===== src/rtl/rr_mux_n_to_1_if.sv =====
// Handshake bundle between n producer channels, the round-robin mux, and one consumer.
// Channel i occupies inData[i*w +: w]; outSel carries the source index of outData.
interface rr_mux_n_to_1_if #(
    parameter int unsigned n = 4,
    parameter int unsigned w = 8
);
    localparam int unsigned logn = $clog2(n);

    logic [n*w-1:0]  inData;
    logic [n-1:0]    inValid;
    logic [n-1:0]    inReady;
    logic [w-1:0]    outData;
    logic [logn-1:0] outSel;
    logic            outValid;
    logic            outReady;

    // Environment side: drives the input channels and the downstream ready.
    modport master (
        output inData,
        output inValid,
        output outReady,
        input  inReady,
        input  outData,
        input  outSel,
        input  outValid
    );

    // Mux side.
    modport slave (
        input  inData,
        input  inValid,
        input  outReady,
        output inReady,
        output outData,
        output outSel,
        output outValid
    );
endinterface


===== src/rtl/rr_mux_n_to_1.sv =====
// Round-robin n-to-1 handshaked mux with a single registered output stage.
// Each output beat is tagged with its source channel index for downstream demux.
module rr_mux_n_to_1 #(
    parameter int unsigned n = 4,
    parameter int unsigned w = 8
) (
    input logic             clk,
    input logic             rst,
    rr_mux_n_to_1_if.slave  bus
);
    localparam int unsigned logn = $clog2(n);
    localparam int unsigned iw   = logn + 1;

    logic [logn-1:0] ptr;
    logic [w-1:0]    data_q;
    logic [logn-1:0] sel_q;
    logic            valid_q;

    logic [logn-1:0] grant_c;
    logic [logn-1:0] ptr_next_c;
    logic [iw-1:0]   idx_c;
    logic            found_c;
    logic            any_valid_c;
    logic            load_c;

    // First valid channel at or after ptr, wrapping modulo n (n need not be a power of two).
    always_comb begin
        grant_c = ptr;
        found_c = 1'b0;
        idx_c   = '0;
        for (int unsigned k = 0; k < n; k++) begin
            idx_c = iw'(ptr) + iw'(k);
            if (idx_c >= iw'(n)) begin
                idx_c = idx_c - iw'(n);
            end
            if (!found_c && bus.inValid[idx_c[logn-1:0]]) begin
                found_c = 1'b1;
                grant_c = idx_c[logn-1:0];
            end
        end
    end

    assign any_valid_c = |bus.inValid;
    assign load_c      = (!valid_q || bus.outReady) && any_valid_c;
    assign ptr_next_c  = (grant_c == logn'(n - 1)) ? '0 : grant_c + logn'(1);

    assign bus.inReady  = (load_c && !rst) ? (n'(1) << grant_c) : '0;
    assign bus.outData  = data_q;
    assign bus.outSel   = sel_q;
    assign bus.outValid = valid_q;

    // Output stage: load overwrites a draining beat with no bubble; a stalled beat holds.
    always_ff @(posedge clk or posedge rst) begin
        if (rst) begin
            data_q  <= '0;
            sel_q   <= '0;
            valid_q <= 1'b0;
            ptr     <= '0;
        end else if (load_c) begin
            data_q  <= bus.inData[32'(grant_c) * w +: w];
            sel_q   <= grant_c;
            valid_q <= 1'b1;
            ptr     <= ptr_next_c;
        end else if (valid_q && bus.outReady) begin
            valid_q <= 1'b0;
        end
    end

    a_stall_stable: assert property (@(posedge clk) disable iff (rst)
        (valid_q && !bus.outReady) |=> (valid_q && $stable(data_q) && $stable(sel_q)));

    a_ready_onehot: assert property (@(posedge clk) disable iff (rst)
        $onehot0(bus.inReady));

endmodule


===== src/flat_wrapper.sv =====
// flat-port wrapper written by rule: the top's interface ports become plain ports
module rr_mux_n_to_1_flat 
#(
    parameter int unsigned n = 4,
    parameter int unsigned w = 8
)
  (clk, rst, bus_inData, bus_inValid, bus_outReady, bus_inReady, bus_outData, bus_outSel, bus_outValid);
  rr_mux_n_to_1_if #(.n(n), .w(w)) bus_i ();
  input logic clk;
  input logic rst;
  input wire logic [$bits(bus_i.inData)-1:0] bus_inData;
  input wire logic [$bits(bus_i.inValid)-1:0] bus_inValid;
  input wire logic [$bits(bus_i.outReady)-1:0] bus_outReady;
  output wire logic [$bits(bus_i.inReady)-1:0] bus_inReady;
  output wire logic [$bits(bus_i.outData)-1:0] bus_outData;
  output wire logic [$bits(bus_i.outSel)-1:0] bus_outSel;
  output wire logic [$bits(bus_i.outValid)-1:0] bus_outValid;
  assign bus_i.inData = bus_inData;
  assign bus_i.inValid = bus_inValid;
  assign bus_i.outReady = bus_outReady;
  assign bus_inReady = bus_i.inReady;
  assign bus_outData = bus_i.outData;
  assign bus_outSel = bus_i.outSel;
  assign bus_outValid = bus_i.outValid;
  rr_mux_n_to_1 #(.n(n), .w(w)) u_core (.clk(clk), .rst(rst), .bus(bus_i));
endmodule

===== config.mk =====
export PLATFORM = sky130hd
export DESIGN_NAME = rr_mux_n_to_1_flat
export DESIGN_NICKNAME = d
export VERILOG_FILES = /design/src/rtl/rr_mux_n_to_1_if.sv /design/src/rtl/rr_mux_n_to_1.sv /design/src/flat_wrapper.sv
export SDC_FILE = /design/constraint.sdc
export NUM_CORES = 1
export LEC_CHECK = 0
export CORE_AREA = 2 2 55 57
export DETAILED_ROUTE_END_ITERATION = 12
export DIE_AREA = 0 0 57 59
export PLACE_DENSITY = 0.77
export SLEW_MARGIN = 20
export SYNTH_ARGS = -nofsm -noshare
export SYNTH_HDL_FRONTEND = slang
export SYNTH_SLANG_ARGS = --single-unit

===== constraint.sdc =====
create_clock -name clk -period 3.5 [get_ports clk]
set_input_delay 1.05 -clock clk [delete_from_list [all_inputs] [get_ports clk]]
set_output_delay 1.05 -clock clk [all_outputs]
set_load 0.02 [all_outputs]

==> impl_metrics.yaml, run 1 <==
run_status:
  status: "completed"
clocking:
  clock_latency_ps: 290
  cts_tree: "yes"
  cts_sinks: 13
  path_clk_slew_ps: 80
  clockBufferDepth: 2
  ctsHoldBuffers: 0
  cts_root_buffer: "clkbuf_4"
  htree_levels: 1
  cts_made_buffers: 3
finish:
  finalInstanceArea_um2: 1730
  fillCellCount: 247
  final_cell_mix: "clkdlybuf4s50_1 (45), buf_4 (23), nand2_1 (14)"
  diodes: 0
  mostFrequentLayoutCell: "clkdlybuf4s50_1"
  utilization_pct: 63.8
  drive_gt1_share_pct: 22.6
  final_nets: 227
  syn2layout_area_growth_pct: 67.1
logic_synthesis:
  syn_inst: 118
  ys_ff_latch: 13
  avgSynthCellArea_um2: 8.77
  yosysTopAreaCellShare_pct: 31.4
  synth.area.top_cells: "dfrtp_1 (31%), a221o_1 (6.8%), nand2_1 (5.1%)"
  ys_seq_area_share_pct: 31.4
  synth_nets: 158
  syn-cell-area_um2: 1030
  yosysTopAreaCell: "dfrtp_1"
  netlist-cell-type-count: 35
  yosysWarnings: 0
power_and_ir_drop:
  ir_drop_mv: 0.414
  leakage_nw: 0.727
  power_density_nw_per_um2: 527
sta:
  hold_violations: 0
  slew_violations: 0
  relSlewSlack_pct: 60.3
  rsz0062_at_grt: "no"
  worst_pin_slew_ps: 589
  fin_tns_setup_ps: 0
  fin_skew_ps: 14.1
  finalSetupViolCount: 0
  timing.hold.ws_ps: 492
  min_period_over_period_pct: 98.2
  min_period_ps: 3440
  fmax_mhz: 291
grt:
  grt_start_max_net_pins: 15
  antenna_found_initial: 0
  grt_overflow: 0
  grt_usage_pct: 20.6
  grt_pass1_wl_um: 5410
  grt_pass1_vias: 1248
worst_setup_path:
  critPathRequiredTime_ps: 2450
  path_max_fanout: 4
  worstSetupStartpointType: "primary input"
  endpoint_kind: "output port"
  r2r_start: "u_core.ptr[1]$_DFFE_PP0N_"
  critical_path_class: "primary input to output port"
  rr_endpoint: "u_core.bus.outData[1]$_DFFE_PP0N_"
  worstSetupStartpoint: "bus_inValid[0]"
  rr_worst_depth: 7
  worstPathArrival_ps: 2390
  crit_end: "bus_inReady[2]"
  reg2reg_slack_ps: 1450
drt:
  drt-initial-drc-count: 51
  drc: 0
  drtAntennaViolNets: 0
  routed_wl_um: 3400
  wl_per_cell_um: 15.6
  via_per_inst: 5.64
  dr_total_vias: 1224
  dr.pass1.iters: 4
placed_design:
  placed_area_um2: 1700
  io_buffers: 53
  place_congestion: 0.845
  dp_hpwl_um: 2680
hold_path:
  hold_path.class: "flop to flop"
floorplan:
  die_area_um2: 3360
  core_area_um2: 2710
  die_h_um: 59
  start_util_pct: 38.2
  ioPinCount: 54
  fp-row-count: 19
  dieWidth_um: 57
job:
  drv_cap: 0
## flip-flops by register name, summed over array words and instances, names as in the netlist
register / flops
u_core.bus.outData: 8
u_core.bus.outSel: 2
u_core.bus.outValid: 1
u_core.ptr: 2
## routing by layer
layer | part of all wire (%) | track usage (%)
met4 | 2.9 | 9.63
met5 | 0 | 0
met2 | 51 | 37.4
met1 | 39 | 23.3
met3 | 7.3 | 4.15
## where the power goes
| part | switching [W] | internal (W) |
|---|---|---|
| Sequential | 0.0000613 | 0.000201 |
| Clock | 0.0000550 | 0.0000443 |
| Combinational | 0.000263 | 0.000288 |
| Total | 0.000379 | 0.000533 |
## critical path, cell delays in order
cell and delay [ps]:
buf_2 130, nor2b_4 130, or4_4 570, nand2_8 100
ha_1 130, and3_4 180, buf_6 110
## metrics by stage
step           total power (W)  instances  setup WS (ps)
6_report              0.000912        217           63.4
5_1_grt               0.000966        217           22.6
4_1_cts               0.000908        217           22.5
3_5_place_dp          0.000807        212           -853
3_3_place_gp          0.000791        212           -788
2_1_floorplan         0.000573        118           59.0
## layout make-up
cell class,instances,area [µm²],area share [%]
Sequential cell,13,325,18.8
Multi-Input combinational cell,93,667,38.6
Inverter,2,7.51,0.434
Clock buffer,4,26.3,1.52
Tap cell,31,38.8,2.24
Timing Repair Buffer,74,664,38.4
## cell usage after synthesis
library cell   n
o21ai_1        1
nor4_1         1
nand3_1        7
buf_4          3
ha_1           1
nand2_1       14
and3b_1        1
o21ai_4        1
and3_1         2
nor2b_1        4
o22a_1         6
nor2b_4        1
or2_2          1
buf_2          3
a221o_1        7
o21ai_0        6
a21boi_0       1
dfrtp_1       13
nor3b_1        1
o221ai_1       3
clkbuf_1       2
a21o_1         1
nand2b_1       1
nor3_1         2
inv_1          2
nor4b_2        1
nand2_8        1
or4_4          1
nor2_1         7
nor4b_1        1
a2bb2oi_1      1
buf_6          2
mux2i_1        4
a21oi_1        8
o211ai_1       7
## what timing repair did
| item | CTS | global route |
|---|---|---|
| setup buffers | 1 | 0 |
| gates resized for setup | 34 | 7 |
| pin swaps | 2 | 1 |
| setup endpoints to repair | 4 | 4 |
## kinds of logic after synthesis
family,Yosys count,synth area share [%]
and+or+nand+nor,46,25.6
adders and majority gates,1,1.21
AOI/OAI and AO/OA,42,30.6
DFF,13,31.4
muxes,4,3.87
buffers and inverters,12,7.25
## worst min path at each step
stage                                     start                               end  slack, ps  cells past startpoint
3_5_place_dp   u_core.bus.outSel[1]$_DFFE_PP0N_  u_core.bus.outSel[1]$_DFFE_PP0N_        470                      2
4_1_cts        u_core.bus.outSel[1]$_DFFE_PP0N_  u_core.bus.outSel[1]$_DFFE_PP0N_        490                      2
3_3_place_gp   u_core.bus.outSel[1]$_DFFE_PP0N_  u_core.bus.outSel[1]$_DFFE_PP0N_        460                      2
6_report       u_core.bus.outSel[1]$_DFFE_PP0N_  u_core.bus.outSel[1]$_DFFE_PP0N_        490                      2
5_1_grt        u_core.bus.outSel[1]$_DFFE_PP0N_  u_core.bus.outSel[1]$_DFFE_PP0N_        520                      2
2_1_floorplan  u_core.bus.outSel[1]$_DFFE_PP0N_  u_core.bus.outSel[1]$_DFFE_PP0N_        590                      2
Note: power is estimated with default switching activity, not from simulation.
==> run 2, diff against run 1 <==
Settings changed: CORE_AREA 2 2 55 57 to 2 2 62 64, DIE_AREA 0 0 57 59 to 0 0 64 66, PLACE_DENSITY 0.77 to not set.
==> impl_metrics.yaml, run 2 (synthesized netlist as in run 1, its figures left out) <==
clocking:
  cts_root_buffer: "clkbuf_4"
  path_clk_slew_ps: 80
  clockBufferDepth: 2
  ctsHoldBuffers: 0
  cts_sinks: 13
  cts_tree: "yes"
  clock_latency_ps: 280
  htree_levels: 1
  cts_made_buffers: 3
sta:
  hold_violations: 0
  finalSetupViolCount: 1
  relSlewSlack_pct: 59.4
  rsz0062_at_grt: "yes"
  fin_skew_ps: 9.37
  min_period_ps: 3530
  layout_setup_ws_ps: -25.8
  worst_pin_slew_ps: 602
  min_period_over_period_pct: 101
  fin_tns_setup_ps: -25.8
  slew_violations: 0
  fmax_mhz: 284
placed_design:
  dp_hpwl_um: 2730
  place_congestion: 0.810
  dp_cells: 230
  dp_slack_ps: -826
  placed_area_um2: 1730
  io_buffers: 53
finish:
  stdcell_count: 236
  finalInstanceArea_um2: 1790
  syn2layout_area_growth_pct: 73.2
  utilization_pct: 50.5
  largest_reg_flops: 8
  drive_gt1_share_pct: 23.9
  final_cell_mix: "clkdlybuf4s50_1 (45), buf_4 (26), nand2_1 (14)"
  fillCellCount: 358
  final_nets: 229
  mostFrequentLayoutCell: "clkdlybuf4s50_1"
  diodes: 0
grt:
  grt_pass1_vias: 1164
  grt_pass1_wl_um: 5420
  grt_overflow: 0
  antenna_found_initial: 0
  grt_usage_pct: 16.4
  grt_start_max_net_pins: 15
drt:
  via_per_inst: 4.97
  drtAntennaViolNets: 0
  wl_per_cell_um: 13.9
  dr.pass1.iters: 4
  drc: 0
  dr_total_vias: 1173
  drt-initial-drc-count: 26
  routed_wl_um: 3290
power_and_ir_drop:
  ir_drop_mv: 0.215
  leakage_nw: 0.745
  power_density_nw_per_um2: 516
worst_setup_path:
  cp_slowest_cell: "or4_4"
  max_stage_delay_ps: 580
  endpoint_kind: "output port"
  cp_top_family: "simple AND/OR/NAND/NOR gates"
  worstPathArrival_ps: 2480
  worstSetupStartpointType: "primary input"
  path_max_fanout: 8
  cp_cell_sequence: "clkbuf_4 -> and3b_1 -> or4_4 -> nand2_8 -> ha_1 -> and3_4 -> buf_6"
  critPathRequiredTime_ps: 2450
  critical_path_class: "primary input to output port"
  cp.buffers_inverters: 2
floorplan:
  core_area_um2: 3550
  die_h_um: 66
  start_util_pct: 29.1
  ioPinCount: 54
  fp-row-count: 22
  die_area_um2: 4220
  dieWidth_um: 64
run_status:
  violations: "setup timing"
  status: "finished with violations"
job:
  drv_cap: 0
hold_path:
  hold_path.class: "flop to flop"
run 2: worst paths after layout:
path	start	end	slack [ps]	cells past startpoint
hold reg to reg	u_core.bus.outSel[1]$_DFFE_PP0N_	u_core.bus.outSel[1]$_DFFE_PP0N_	490	2
hold / removal	u_core.bus.outSel[1]$_DFFE_PP0N_	u_core.bus.outSel[1]$_DFFE_PP0N_	490	2
setup reg to reg	u_core.ptr[0]$_DFFE_PP0N_	u_core.bus.outData[4]$_DFFE_PP0N_	1420	7
min in group asynchronous	rst	u_core.bus.outValid$_DFFE_PP0P_	1060	2
max in group asynchronous	rst	u_core.bus.outData[1]$_DFFE_PP0N_	2060	3
setup / recovery	bus_inValid[0]	bus_inReady[2]	-30	7
run 2: layer usage:
layer | track usage [%] | vias to the layer above | wire (µm)
met2 | 30.1 | 37 | 1680
li1 | - | 587 | -
met4 | 3.26 | 0 | 17
met5 | 0 | - | 0
met3 | 4.77 | 3 | 228
met1 | 18.7 | 546 | 1370
run 2: stage by stage:
step | total power [W] | hold slack [ps]
final | 0.000924 | 487
after global routing | 0.000997 | 515
after CTS | 0.000920 | 497
after detailed placement | 0.000815 | 475
after global placement | 0.000808 | 460
after floorplan | 0.000573 | 589
run 2: worst min-delay path, stage by stage, from the launching register on:
cell and delay, ps:
dfrtp_1 360, nand2_1 50, nand2_1 50
run 2: repair_timing:
action,in CTS,in global routing
pin swaps,1,3
gates resized for setup,31,12
endpoints found under the setup margin,4,4
setup buffers,1,1
run 2: layout make-up:
class,count,area [µm²],share of cell area [%]
Sequential cell,13,325,18.2
Timing Repair Buffer,76,688,38.4
Tap cell,48,60.1,3.35
Multi-Input combinational cell,93,684,38.2
Clock buffer,4,26.3,1.47
Inverter,2,7.51,0.419
run 2: report_power, final:
group | internal, W | leakage, nW | switching [W] | total, W
logic | 0.000300 | 0.580 | 0.000272 | 0.000572
clock network | 0.0000442 | 0.0150 | 0.0000491 | 0.0000933
registers | 0.000201 | 0.150 | 0.0000583 | 0.000259
total | 0.000545 | 0.745 | 0.000379 | 0.000924
==> run 3, diff against run 2 <==
Settings changed: CORE_AREA 2 2 62 64 to 2 2 65 61, DIE_AREA 0 0 64 66 to 0 0 67 63, PLACE_DENSITY set to 0.63.
==> impl_metrics.yaml, run 3 (synthesized netlist as in run 1, its figures left out) <==
placed_design:
  io_buffers: 53
  dp_slack_ps: -853
  dp_hpwl_um: 2750
  place_congestion: 0.791
finish:
  seq_area_um2: 325
  final_nets: 229
  mostFrequentLayoutCell: "clkdlybuf4s50_1"
  final_cell_mix: "clkdlybuf4s50_1 (45), buf_4 (23), nand2_1 (14)"
  multiInputGateArea_um2: 694
  syn2layout_area_growth_pct: 77.5
  drive_gt1_share_pct: 23.9
  utilization_pct: 51.4
  fillCellCount: 352
  diodes: 0
  largest_reg_flops: 8
drt:
  drtAntennaViolNets: 0
  routed_wl_um: 3440
  via_per_inst: 5.09
  dr_total_vias: 1191
  wl_per_cell_um: 14.7
  drt-initial-drc-count: 84
  drc: 0
  dr.pass1.iters: 4
clocking:
  path_clk_slew_ps: 60
  cts_tree: "yes"
  clockBufferDepth: 2
  htree_levels: 1
  cts_root_buffer: "clkbuf_8"
  clock_latency_ps: 240
  cts_made_buffers: 3
  cts_sinks: 13
worst_setup_path:
  critPathRequiredTime_ps: 2450
  endpoint_kind: "output port"
  r2r_start: "u_core.ptr[1]$_DFFE_PP0N_"
  rr_endpoint: "u_core.bus.outData[2]$_DFFE_PP0N_"
  worstSetupStartpointType: "primary input"
  critical_path_class: "primary input to output port"
  rr_worst_depth: 6
  path_max_fanout: 4
  worstPathArrival_ps: 2430
  reg2reg_slack_ps: 1520
grt:
  grt_pass1_vias: 1236
  grt_start_max_net_pins: 12
  grt_pass1_wl_um: 5560
  grt_usage_pct: 16.9
  antenna_found_initial: 0
  grt_overflow: 0
power_and_ir_drop:
  ir_drop_mv: 0.276
  leakage_nw: 0.758
  power_density_nw_per_um2: 537
sta:
  relSlewSlack_pct: 57.3
  min_period_over_period_pct: 99.3
  worst_pin_slew_ps: 634
  slew_violations: 0
  fmax_mhz: 288
  finalSetupViolCount: 0
  hold_violations: 0
  layout_setup_ws_ps: 23.2
  fin_tns_setup_ps: 0
  fin_skew_ps: 1.37
  min_period_ps: 3480
floorplan:
  ioPinCount: 54
  dieWidth_um: 67
  fp-row-count: 21
  core_area_um2: 3570
  die_h_um: 63
  start_util_pct: 29.0
  die_area_um2: 4220
hold_path:
  hold_end: "u_core.bus.outSel[1]$_DFFE_PP0N_"
  holdPathStages: 2
  hold_path.class: "flop to flop"
  hold_start: "u_core.bus.outSel[1]$_DFFE_PP0N_"
run_status:
  status: "completed"
job:
  drv_cap: 0
## run 3: cell count changes in the layout (fill, tap and decap cells not counted), moves of 2 or more
| cell | previous run | this run |
|---|---|---|
| nor2_2 | 2 | 0 |
| buf_6 | 1 | 4 |
| clkbuf_8 | 0 | 3 |
| buf_4 | 26 | 23 |
| nor2_1 | 5 | 7 |
| clkbuf_4 | 4 | 0 |
## run 3: timing repair
item / in CTS / in global routing
hold endpoints to repair: 0 / 0
buffers inserted: 0 / 1
gates resized for setup: 34 / 17
endpoints found under the setup margin: 4 / 3
pin swaps: 1 / 3
hold buffers: 0 / 0
## run 3: worst max-delay path by stage
stage                   start        endpoint  slack (ps)  cells past startpoint
4_1_cts        bus_inValid[1]  bus_inReady[2]           2                      6
5_1_grt        bus_inValid[1]  bus_inReady[2]          -2                      6
3_3_place_gp   bus_inValid[3]  bus_inReady[2]        -840                      7
2_1_floorplan  bus_inValid[0]  bus_inReady[2]          60                      7
6_report       bus_inValid[1]  bus_inReady[2]          20                      6
3_5_place_dp   bus_inValid[3]  bus_inReady[2]        -850                      7
## run 3: metrics by stage
step	area, µm²	power (W)	hold slack [ps]	cells
CTS	1770	0.000961	484	233
floorplan	1050	0.000573	589	118
finish	1840	0.000986	482	234
global route	1840	0.00106	524	234
global placement	1740	0.000803	462	229
detailed placement	1740	0.000817	471	229
## run 3: worst max-delay path, cell delays in order
cell and delay (ps):
clkdlybuf4s15_1 250, or4_4 610, nand2_8 110, ha_4 120
and3_4 180, buf_6 110
## run 3: routing by layer
metal  track usage (%)  wire length, µm  vias up
met2              29.7             1800       37
met4              3.06               11        0
met1              20.9             1440      563
li1                  -                -      589
met5                 0                0        -
met3              3.78              192        2
## run 3: final cells by class
cell class	instances	area share, %
Timing Repair Buffer	76	38.5
Sequential cell	13	17.7
Clock buffer	4	2.45
Tap cell	46	3.13
Multi-Input combinational cell	93	37.8
Inverter	2	0.409
## run 3: power by group
group / switching [W] / internal (W) / total [W]
Combinational: 0.000291 / 0.000309 / 0.000600
Clock: 0.0000524 / 0.0000803 / 0.000133
Sequential: 0.0000521 / 0.000202 / 0.000254
Total: 0.000396 / 0.000591 / 0.000986
